File: src/rtl/brush_draw_ctrl.sv
// Brush drawing sequencer: queues decoded SPI commands and expands each brush
// stroke into a clipped square of frame-buffer pixel writes, gated by the arbiter grant.
module brush_draw_ctrl #(
    parameter int WIDTH  = 160,
    parameter int HEIGHT = 120,
    parameter int DEPTH  = 4,
    parameter int ADDR_W = 15
) (
    input  logic              clk,
    input  logic              reset,
    input  logic              cmdValid,
    input  logic              brushUpdate,
    input  logic              updateConfig,
    input  logic [7:0]        x,
    input  logic [7:0]        y,
    input  logic [2:0]        newColorUpdate,
    input  logic              fbGrant,
    output logic              fbWe,
    output logic [ADDR_W-1:0] fbAddr,
    output logic [2:0]        fbData,
    output logic              cmdDrop,
    output logic              busy
);
    localparam int PTR_W   = (DEPTH > 1) ? $clog2(DEPTH) : 1;
    localparam int CNT_W   = $clog2(DEPTH + 1);
    localparam int ENTRY_W = 20;

    typedef enum logic [1:0] {
        IDLE  = 2'd0,
        LOAD  = 2'd1,
        PAINT = 2'd2
    } state_t;

    state_t state_reg, state_next;

    // Command FIFO storage, entry = {is_config, x, y, color}
    logic [ENTRY_W-1:0] fifo_mem [DEPTH];
    logic [ENTRY_W-1:0] head_reg;
    logic [PTR_W-1:0]   wr_ptr_reg, rd_ptr_reg;
    logic [CNT_W-1:0]   count_reg;

    logic push_req, push_ok, pop;

    logic       h_cfg;
    logic [7:0] h_x, h_y;
    logic [2:0] h_col;

    logic [2:0]        color_reg, draw_color_reg;
    logic [1:0]        radius_reg;
    logic [7:0]        cx_reg, cy_reg;
    logic signed [3:0] stroke_r_reg, dx_reg, dy_reg;

    logic [9:0]        px, py;
    logic              in_bounds, advance, last_pix;
    logic [ADDR_W-1:0] pix_addr;

    assign push_req = cmdValid & (updateConfig | brushUpdate);
    assign push_ok  = push_req && (count_reg < CNT_W'(DEPTH));
    assign pop      = (state_reg == IDLE) && (count_reg != '0);

    assign h_cfg = head_reg[19];
    assign h_x   = head_reg[18:11];
    assign h_y   = head_reg[10:3];
    assign h_col = head_reg[2:0];

    // RAM write and registered head read; no reset so it maps onto block RAM
    always_ff @(posedge clk) begin
        if (push_ok) begin
            fifo_mem[wr_ptr_reg] <= {updateConfig, x, y, newColorUpdate};
        end
        if (pop) begin
            head_reg <= fifo_mem[rd_ptr_reg];
        end
    end

    always_ff @(posedge clk or posedge reset) begin
        if (reset) begin
            wr_ptr_reg <= '0;
            rd_ptr_reg <= '0;
            count_reg  <= '0;
            cmdDrop    <= 1'b0;
        end else begin
            cmdDrop <= push_req & ~push_ok;
            if (push_ok) begin
                wr_ptr_reg <= (wr_ptr_reg == PTR_W'(DEPTH - 1)) ? '0 : wr_ptr_reg + PTR_W'(1);
            end
            if (pop) begin
                rd_ptr_reg <= (rd_ptr_reg == PTR_W'(DEPTH - 1)) ? '0 : rd_ptr_reg + PTR_W'(1);
            end
            case ({push_ok, pop})
                2'b10:   count_reg <= count_reg + CNT_W'(1);
                2'b01:   count_reg <= count_reg - CNT_W'(1);
                default: count_reg <= count_reg;
            endcase
        end
    end

    // Pixel position relative to the latched stroke centre
    assign px = {2'b00, cx_reg} + {{6{dx_reg[3]}}, dx_reg};
    assign py = {2'b00, cy_reg} + {{6{dy_reg[3]}}, dy_reg};

    assign in_bounds = !px[9] && !py[9] && (px < 10'(WIDTH)) && (py < 10'(HEIGHT));
    assign advance   = !in_bounds | fbGrant;
    assign last_pix  = (dx_reg == stroke_r_reg) && (dy_reg == stroke_r_reg);
    assign pix_addr  = ADDR_W'(py) * ADDR_W'(WIDTH) + ADDR_W'(px);

    always_ff @(posedge clk or posedge reset) begin
        if (reset) begin
            state_reg <= IDLE;
        end else begin
            state_reg <= state_next;
        end
    end

    always_comb begin
        state_next = state_reg;
        case (state_reg)
            IDLE:    if (pop) state_next = LOAD;
            LOAD:    state_next = h_cfg ? IDLE : PAINT;
            PAINT:   if (advance && last_pix) state_next = IDLE;
            default: state_next = IDLE;
        endcase
    end

    always_comb begin
        fbWe   = 1'b0;
        fbAddr = '0;
        fbData = '0;
        if (state_reg == PAINT) begin
            fbData = draw_color_reg;
            if (in_bounds) begin
                fbAddr = pix_addr;
                fbWe   = fbGrant;
            end
        end
    end

    assign busy = (count_reg != '0) || (state_reg != IDLE);

    // Stroke datapath: config registers plus the per-stroke scan counters
    always_ff @(posedge clk or posedge reset) begin
        if (reset) begin
            color_reg      <= '0;
            radius_reg     <= '0;
            draw_color_reg <= '0;
            cx_reg         <= '0;
            cy_reg         <= '0;
            stroke_r_reg   <= '0;
            dx_reg         <= '0;
            dy_reg         <= '0;
        end else begin
            if (state_reg == LOAD) begin
                if (h_cfg) begin
                    color_reg  <= h_col;
                    radius_reg <= h_x[1:0];
                end else begin
                    cx_reg         <= h_x;
                    cy_reg         <= h_y;
                    draw_color_reg <= color_reg;
                    stroke_r_reg   <= $signed({2'b00, radius_reg});
                    dx_reg         <= -$signed({2'b00, radius_reg});
                    dy_reg         <= -$signed({2'b00, radius_reg});
                end
            end else if (state_reg == PAINT && advance) begin
                if (dx_reg == stroke_r_reg) begin
                    dx_reg <= -stroke_r_reg;
                    dy_reg <= dy_reg + 4'sd1;
                end else begin
                    dx_reg <= dx_reg + 4'sd1;
                end
            end
        end
    end

endmodule
File: config.mk
export PLATFORM = sky130hd
export DESIGN_NAME = brush_draw_ctrl
export DESIGN_NICKNAME = d
export VERILOG_FILES = /design/src/rtl/brush_draw_ctrl.sv
export SDC_FILE = /design/constraint.sdc
export NUM_CORES = 1
export LEC_CHECK = 0
export BUFFER_PORTS_ARGS = -buffer_cell sky130_fd_sc_hd__buf_2
export CORE_AREA = 2 2 142 200
export DETAILED_ROUTE_END_ITERATION = 12
export DIE_AREA = 0 0 144 202
export GPL_ROUTABILITY_DRIVEN = 0
export RECOVER_POWER = 25
export SLEW_MARGIN = 30
export SYNTH_ARGS = -nofsm -noshare
export SYNTH_HDL_FRONTEND = slang
export SYNTH_SLANG_ARGS = --single-unit
File: constraint.sdc
create_clock -name clk -period 4.5 [get_ports clk]
set_clock_uncertainty 0.05 [all_clocks]
set_input_delay 0.675 -clock clk [delete_from_list [all_inputs] [get_ports clk]]
set_output_delay 0.675 -clock clk [all_outputs]
set_load 0.01 [all_outputs]
Word level (Yosys, flattened, before mapping)
Memories as Yosys holds them, arrays and structs flattened. A register that Yosys moved wholly into a read port is not among the register bits.
Index checks and enable logic that the tools add are counted.
Cells by class
  add/subtract/negate cells: 11
  $mul: 1
  $lt $le $gt $ge: 3
  equal/unequal tests: 11
  multiplexer cells: 21
  bitwise operators: 6
  reduce and logical (&&, ||, !) cells: 23
Operators by type and width (count)
  2-to-1 mux 15 bit: 2
  2-to-1 mux 4 bit: 7
  adder 9 x 4 -> 10 bit: 2
  adder 15 x 10 -> 15 bit: 1
  less-than comparator 10 x 7 -> 1 bit, second input constant: 1
  less-than comparator 10 x 8 -> 1 bit, second input constant: 1
  multiplier 10 x 3 -> 10 bit, second input constant: 1
  2-to-1 mux 2 bit: 5
  adder 4 x 2 -> 4 bit, second input constant: 2
  == test 2 bit, second input constant: 4
  == test 4 x 3 -> 1 bit: 2
  logical AND 1 bit: 8
  negation 2 -> 4 bit: 2
  AND reduction 2 bit: 4
  nonzero test 2 bit: 4
  inequality test 2 bit, second input constant: 3
  one-hot mux 2 bit (3 select lines): 1
  one-hot mux 3 bit (2 select lines): 1
  adder 2 x 1 -> 2 bit, second input constant: 2
  == test 2 x 1 -> 1 bit, second input constant: 2
  2-to-1 mux 1 bit: 4
  adder 3 x 1 -> 3 bit, second input constant: 1
  zero test 1 bit: 3
  less-than comparator 3 bit, second input constant: 1
  9 further kinds: 12
Storage, ports and cells
  bits in registers: 44
  bits in writable memories: 80
  bits of input ports: 25
  memories kept: 1
Memories
  fifo_mem: words 4, width 20, read ports 1, clocked after Yosys merged registers in 1, wr ports 1, RTL line 37  | logic [ENTRY_W-1:0] fifo_mem [DEPTH];

Longest topological paths before layout
Gate-level depths: netlist of run 1.
  depth in word-level cells: 10
  gate-level depth with buffers: 17

Least setup slack after synthesis of run 1
No wires, ideal clock.
  path type: register -> output
  from: register dy_reg[0]
  to: output fbAddr[14]
  arrival time: 3.735 ns
  data required time: 3.775 ns
  slack: 0.040 ns
  cell stages (with the launch flop): 17
  path buffers: 0
  cells stage by stage: dfrtp_1 -> ha_1 -> fa_1 -> a211oi_1 -> nor2_1 -> xor2_1 -> ha_1 -> inv_1 -> fa_1 -> inv_1 -> ha_1 -> a21oi_1 -> nor3b_1 -> nand3_1 -> xnor2_1 -> xnor2_1 -> nor2_1
Between the ends
  cells in the longest elaborated chain, start to end: 7
  elaborated cells on any way between the ends: 10
  classes of those cells: add/sub: 2; mul: 1; order compare: 1; mux: 2; reduce/logical: 4
RTL lines
  start: declaration: RTL line 51  | logic signed [3:0] stroke_r_reg, dx_reg, dy_reg;
  start signal: assignment: RTL line 162  | dy_reg <= -$signed({2'b00, radius_reg});
  start signal: assignment: RTL line 167  | dy_reg <= dy_reg + 4'sd1;
  adder 9 x 4 -> 10 bit (*): RTL line 100  | assign py = {2'b00, cy_reg} + {{6{dy_reg[3]}}, dy_reg};
  branches (longest 4 deep; another with adder 15 x 10 -> 15 bit)
  2-to-1 mux 15 bit (*): RTL line 131  | if (in_bounds) begin
  2-to-1 mux 15 bit (*): RTL line 129  | if (state_reg == PAINT) begin
  end: declaration: RTL line 19  | output logic [ADDR_W-1:0] fbAddr,
Every way passes the cells marked *.

Final worst setup path of run 1
  from: register dy_reg[0]
  to: output fbAddr[13]
The elaborated chain is that of the path after synthesis.

==> metrics.yaml, run 1 <==
setup_path:
  crit_top_cell: "nor2_1"
  slowest_delay_ns: 0.48
  r2r-end: "dx_reg[3]"
  path_cells: "ha_2, fa_2, a211oi_2, nor2_1, xor2_1, ha_1, inv_2, fa_1, inv_2, ha_4, buf_6, nor2b_4, nor2_1, nor2_1, nand3_2, xor2_2, nor2_4, buf_6"
  worstSetupEndpointType: "output port"
  slowest_stage: "fa_1"
  r2r-start: "dy_reg[0]"
  critical_path_arrival_ns: 3.92
  start_kind: "flip-flop"
  reg2reg_depth: 23
  required_ns: 3.77
  r2r_slack_ns: 0.11
  cp_max_fo: 2
  path_class: "flip-flop to output port"
drt:
  ant_nets: 0
  vias: 4535
  drc: 0
  first_iter_violations: 172
  drtPass1Iterations: 4
  vias_per_cell: 4.36
  wl_per_cell_um: 13.6
  totalWireLength_um: 14200
cts:
  clock_sink_count: 144
  cts_made_buffers: 17
  clk_pin_slew_worst_paths_ns: 0.06
  cts_tree: "built"
  root_buffer: "clkbuf_16"
  insertion_delay_ns: 0.41
  cts_buffer_depth: 2
  h-tree-depth: 4
synthesis:
  avgSynthCellArea_um2: 12.9
  yosysTopAreaCell: "edfxtp_1"
  synth_cell_types: 64
  yosys.cell_count.top_type: "edfxtp_1"
  postSynth.asyncResetShare: 0.306
  syn_inst: 562
  synthFlopType: "edfxtp_1"
  synth.top_cell.area_share: 0.413
  synth_seq_area_share: 0.565
  synth_area_leaders: "edfxtp_1 (41%), dfrtp_1 (15%), ha_1 (7.1%)"
  synth_common_cells: "edfxtp_1 (100), nand2_1 (72), dfrtp_1 (44), ha_1 (41), inv_1 (32)"
  synth-seq-cells: 144
  synth_fp_nets: 633
  synth_edf_count: 100
  synth.yosys.warnings: 0
  synth_area_um2: 7260
grt:
  use_met1: 0.118
  use_met2: 0.188
  grt_pass1_wl_um: 23300
  grtUsageTotal: 0.103
  gr-total-overflow: 0
  grt_max_degree: 45
  grt_pass1_vias: 4625
  busiest_layer: "met2"
  antenna_found_initial: 0
  use_met3: 0.0218
floorplanning:
  core-area_um2: 27300
  start_util: 0.266
  placementRows: 72
  die_w_um: 144
  die_h_um: 202
  die_area_um2: 29100
  ios: 46
timing:
  finalSetupViolations: 3
  slew_headroom: 0.370
  fin_crit_ns: 4.65
  tightest_slew_ns: 0.946
  timing.final.ws_setup_ns: -0.145
  finalCritPeriodShare: 1.03
  setup-tns-final_ns: -0.356
  hold_violations: 0
  maxSlewViolCount: 0
  rsz0062_at_grt: "yes"
  max_freq_mhz: 215
final_layout:
  diodes: 0
  multi_input_area_um2: 3160
  layout.nets: 728
  fill_cells: 2703
  final-seq-area_um2: 4110
  drive_above_1_share: 0.288
  largest_register_ffs: 80
  synthToLayoutAreaGrowth_pct: 24.8
status:
  violations: "setup timing"
  outcome: "finished with violations"
min_path:
  hold_path.class: "input port to asynchronous set/reset pin"
place:
  dpl.hpwl_um: 10000
  portBuffers: 45
run:
  drv_cap: 0
## cell families (layout without fill, tap and decap cells)
group / Yosys count / in the layout / share of synthesized area
simple gates: 175 / 175 / 0.122
flops: 144 / 144 / 0.565
compound gates: 80 / 80 / 0.0751
buf+inv: 49 / 157 / 0.0291
fa+ha+maj: 46 / 46 / 0.0844
mux: 35 / 35 / 0.0842
xor+xnor: 33 / 33 / 0.0398
## cells in the final DEF, fill, tap and decap left out, types with 6 or more instances in the layout
master / netlist / routed
inv_1: 32 / 28
clkbuf_1: 9 / 20
nand2_1: 72 / 71
xor2_1: 12 / 10
nor3_1: 11 / 8
nor2_4: 5 / 9
and2_1: 10 / 6
nand2b_1: 8 / 8
nand3_1: 8 / 7
clkbuf_16: 0 / 17
edfxtp_1: 100 / 100
xnor2_1: 21 / 18
mux2_2: 9 / 9
a21oi_1: 17 / 13
buf_6: 1 / 12
nor2_1: 29 / 27
buf_2: 3 / 19
o21ai_0: 23 / 22
buf_4: 0 / 41
mux4_2: 20 / 20
mux2i_1: 6 / 6
dfrtp_1: 44 / 43
ha_1: 41 / 36
## how the worst max path moves through the flow
stage	start	end	slack, ns	cells past startpoint
2_1_floorplan	dy_reg[0]	fbAddr[14]	0.04	16
3_3_place_gp	cy_reg[0]	fbAddr[14]	0.0002	17
3_5_place_dp	cy_reg[0]	fbAddr[14]	-0.03	17
4_1_cts	dy_reg[0]	fbAddr[13]	-0.19	18
5_1_grt	dy_reg[0]	fbAddr[13]	-0.38	18
6_report	dy_reg[0]	fbAddr[13]	-0.15	18
## through the flow
step	util	cell area [um^2]	hold slack [ns]	setup WS (ns)	cells
3_5_place_dp	0.294	8020	0.373	-0.0338	980
3_3_place_gp	0.294	8020	0.374	0.000244	980
5_1_grt	0.332	9060	0.311	-0.375	1040
6_report	0.332	9060	0.271	-0.145	1040
2_1_floorplan	-	7260	0.365	0.0401	562
4_1_cts	0.326	8890	0.293	-0.192	1031
## routing by layer
layer,vias to the layer above,wire [um]
li1,2234,-
met4,0,189
met1,2206,5900
met2,82,7620
met5,-,0
met3,13,454
## critical path, delay by kind of cell (launching register included)
family / cells / cell delay, ns
compound gates: 1 / 0.23
flops: 1 / 0.39
xor+xnor: 2 / 0.36
simple gates: 6 / 0.58
buf+inv: 4 / 0.28
fa+ha+maj: 5 / 1.65
## what timing repair did
item | 4_1_cts | 5_1_grt
setup buffers | 19 | 8
pin swaps | 17 | 11
hold endpoints to repair | 0 | 0
setup endpoints to repair | 13 | 20
hold buffers | 0 | 0
gates resized for setup | 27 | 26
## cell type report
cell class / instances / share of cell area
clock inverter: 13 / 0.0137
timing repair buffer: 93 / 0.0698
clock buffer: 19 / 0.0500
tap: 370 / 0.0511
inverter: 32 / 0.0135
multi-input combinational: 369 / 0.349
sequential: 144 / 0.453
Power of run 1 is not shown: default switching activity piles up to over one toggle a cycle in this logic, so the estimate is an artifact.
==> run 2, diff against run 1 <==
Settings changed: CORE_AREA 2 2 142 200 to 3 3 143 201, DIE_AREA 0 0 144 202 to 0 0 146 204, MAX_ROUTING_LAYER from default to met4.
==> metrics.yaml, run 2 (synthesized netlist as in run 1, its figures left out) <==
drt:
  drc: 0  # unchanged
  drtPass1Iterations: 4  # unchanged
  ant_nets: 0  # unchanged
  vias: 4488  # -1.0%
  first_iter_violations: 231  # +34%
  vias_per_cell: 4.39  # +0.61%
  totalWireLength_um: 14100  # -0.35%
  wl_per_cell_um: 13.8  # +1.3%
timing:
  max_freq_mhz: 216  # +0.16%
  fin_crit_ns: 4.64  # -0.00765 ns
  timing.final.ws_setup_ns: -0.137  # +0.00765 ns
  finalSetupViolations: 2  # -1
  tightest_slew_ns: 0.762  # -0.184 ns
  hold_violations: 0  # unchanged
  finalCritPeriodShare: 1.03  # -0.00170
  maxSlewViolCount: 0  # unchanged
  rsz0062_at_grt: "yes"
  slew_headroom: 0.492  # +0.122
  setup-tns-final_ns: -0.193  # +0.163 ns
grt:
  grtUsageTotal: 0.0978  # -0.00533
  grt_max_degree: 45  # unchanged
  gr-total-overflow: 0  # unchanged
  grt_pass1_vias: 4488  # -3.0%
  busiest_layer: "met2"
  use_met3: 0.0197  # -0.00205
  use_met2: 0.169  # -0.0186
  grt_pass1_wl_um: 22800  # -2.0%
  use_met1: 0.117  # -0.000830
  antenna_found_initial: 0  # unchanged
floorplanning:
  die_w_um: 146  # +1.4%
  placementRows: 71  # -1.4%
  start_util: 0.270  # +0.00375
  die_area_um2: 29800  # +2.4%
  ios: 46  # unchanged
  die_h_um: 204  # +0.99%
  core-area_um2: 26900  # -1.4%
final_layout:
  fin_area_um2: 9090  # +0.32%
  synthToLayoutAreaGrowth_pct: 25.2
  final_util: 0.338  # +0.00575
  mostFrequentLayoutCell: "edfxtp_1"
  layout_common_cells: "edfxtp_1 (100), nand2_1 (71), dfrtp_1 (43)"
  fill_cells: 2653  # -1.8%
  layout.nets: 716  # -1.6%
  largest_register_ffs: 80  # unchanged
  diodes: 0  # unchanged
  drive_above_1_share: 0.286  # -0.00235
place:
  portBuffers: 45  # unchanged
  dpl_cell_area_um2: 7990  # -0.48%
  dpl.hpwl_um: 9640  # -4.0%
setup_path:
  slowest_stage: "or3_4"
  r2r_slack_ns: 0.94  # +0.83 ns
  worstSetupEndpointType: "output port"
  path_class: "flip-flop to output port"
  cp_max_fo: 5  # +3
  slowest_delay_ns: 0.41  # -0.07 ns
  critPathTopFamily: "adder cells"
  path_cells: "ha_2, fa_2, buf_4, a21oi_2, nor3_1, or3_4, xor2_2, ha_4, nand2_1, o211ai_1, a21oi_2, xnor2_2, nand3_1, xnor2_1, xnor2_1, nor2_1, buf_2"
  start_kind: "flip-flop"
  required_ns: 3.77  # about the same
  timing.critical_path.buf_inv: 2  # -2
  critical_path_arrival_ns: 3.91  # about the same
min_path:
  hold_path.class: "input port to asynchronous set/reset pin"
cts:
  clk_pin_slew_worst_paths_ns: 0.06  # about the same
  root_buffer: "clkbuf_16"
  cts_buffer_depth: 2  # unchanged
  cts_made_buffers: 17  # unchanged
  h-tree-depth: 4  # unchanged
  cts_tree: "built"
  insertion_delay_ns: 0.41  # about the same
  clock_sink_count: 144  # unchanged
status:
  violations: "setup timing"
  outcome: "finished with violations"
run:
  drv_cap: 0  # unchanged
==> run 2: changes by cell type in the layout (fill, tap and decap cells not counted), sizes merged <==
cell | before | now
buf | 73 | 62
inv | 39 | 32
bufinv | 1 | 6
clkbuf | 39 | 37
clkinv | 3 | 5
clkinvlp | 2 | 3
==> run 2: metal layers <==
metal  vias up  share of wire  wire length [um]
met1      2211           0.44              6230
li1       2207              -                 -
met2        62           0.52              7310
met3         8          0.032               456
met4         0         0.0078               110
met5         -              0                 0
==> run 2: area by class of cell <==
class | count | area (um^2) | area share
sequential | 144 | 4110 | 0.451
clock inverter | 14 | 238 | 0.0261
clock buffer | 18 | 429 | 0.0472
multi-input combinational | 369 | 3210 | 0.353
timing repair buffer | 81 | 532 | 0.0585
inverter | 32 | 121 | 0.0133
tap | 365 | 457 | 0.0502
==> run 2: worst paths after layout <==
check                      cells after the start         start       endpoint
max                                           17     dy_reg[0]     fbAddr[14]
min                                            2         reset      cy_reg[6]
max reg2reg                                   17     dy_reg[0]      dx_reg[3]
min reg2reg                                    2  head_reg[13]      cx_reg[2]
max in group asynchronous                      2         reset  rd_ptr_reg[1]
min in group clk                               2  head_reg[13]      cx_reg[2]
==> run 2: through the flow <==
stage / std cells / hold slack (ns) / setup WS, ns
CTS: 1018 / 0.398 / -0.155
detailed placement: 971 / 0.382 / -0.0178
finish: 1023 / 0.331 / -0.137
floorplan: 562 / 0.365 / 0.0401
global placement: 971 / 0.376 / 0.0264
global route: 1023 / 0.406 / -0.338
==> run 2: worst register-to-register path, delay by kind of cell (launching register included) <==
| kind | cells | cell delay, ns |
|---|---|---|
| AO/OA/AOI/OAI | 6 | 1.05 |
| adder cells (fa/ha/maj) | 1 | 0.20 |
| buffers and inverters | 8 | 1.04 |
| flip-flops | 1 | 0.38 |
| multiplexers | 1 | 0.32 |
| AND/OR/NAND/NOR | 1 | 0.39 |
==> run 2: timing repair <==
action,in CTS,in global routing
buffers inserted,15,5
hold buffers,0,0
resized for setup,17,39
setup endpoints to repair,15,16
pin swaps,15,15
Power of run 2 is left out for the same reason.
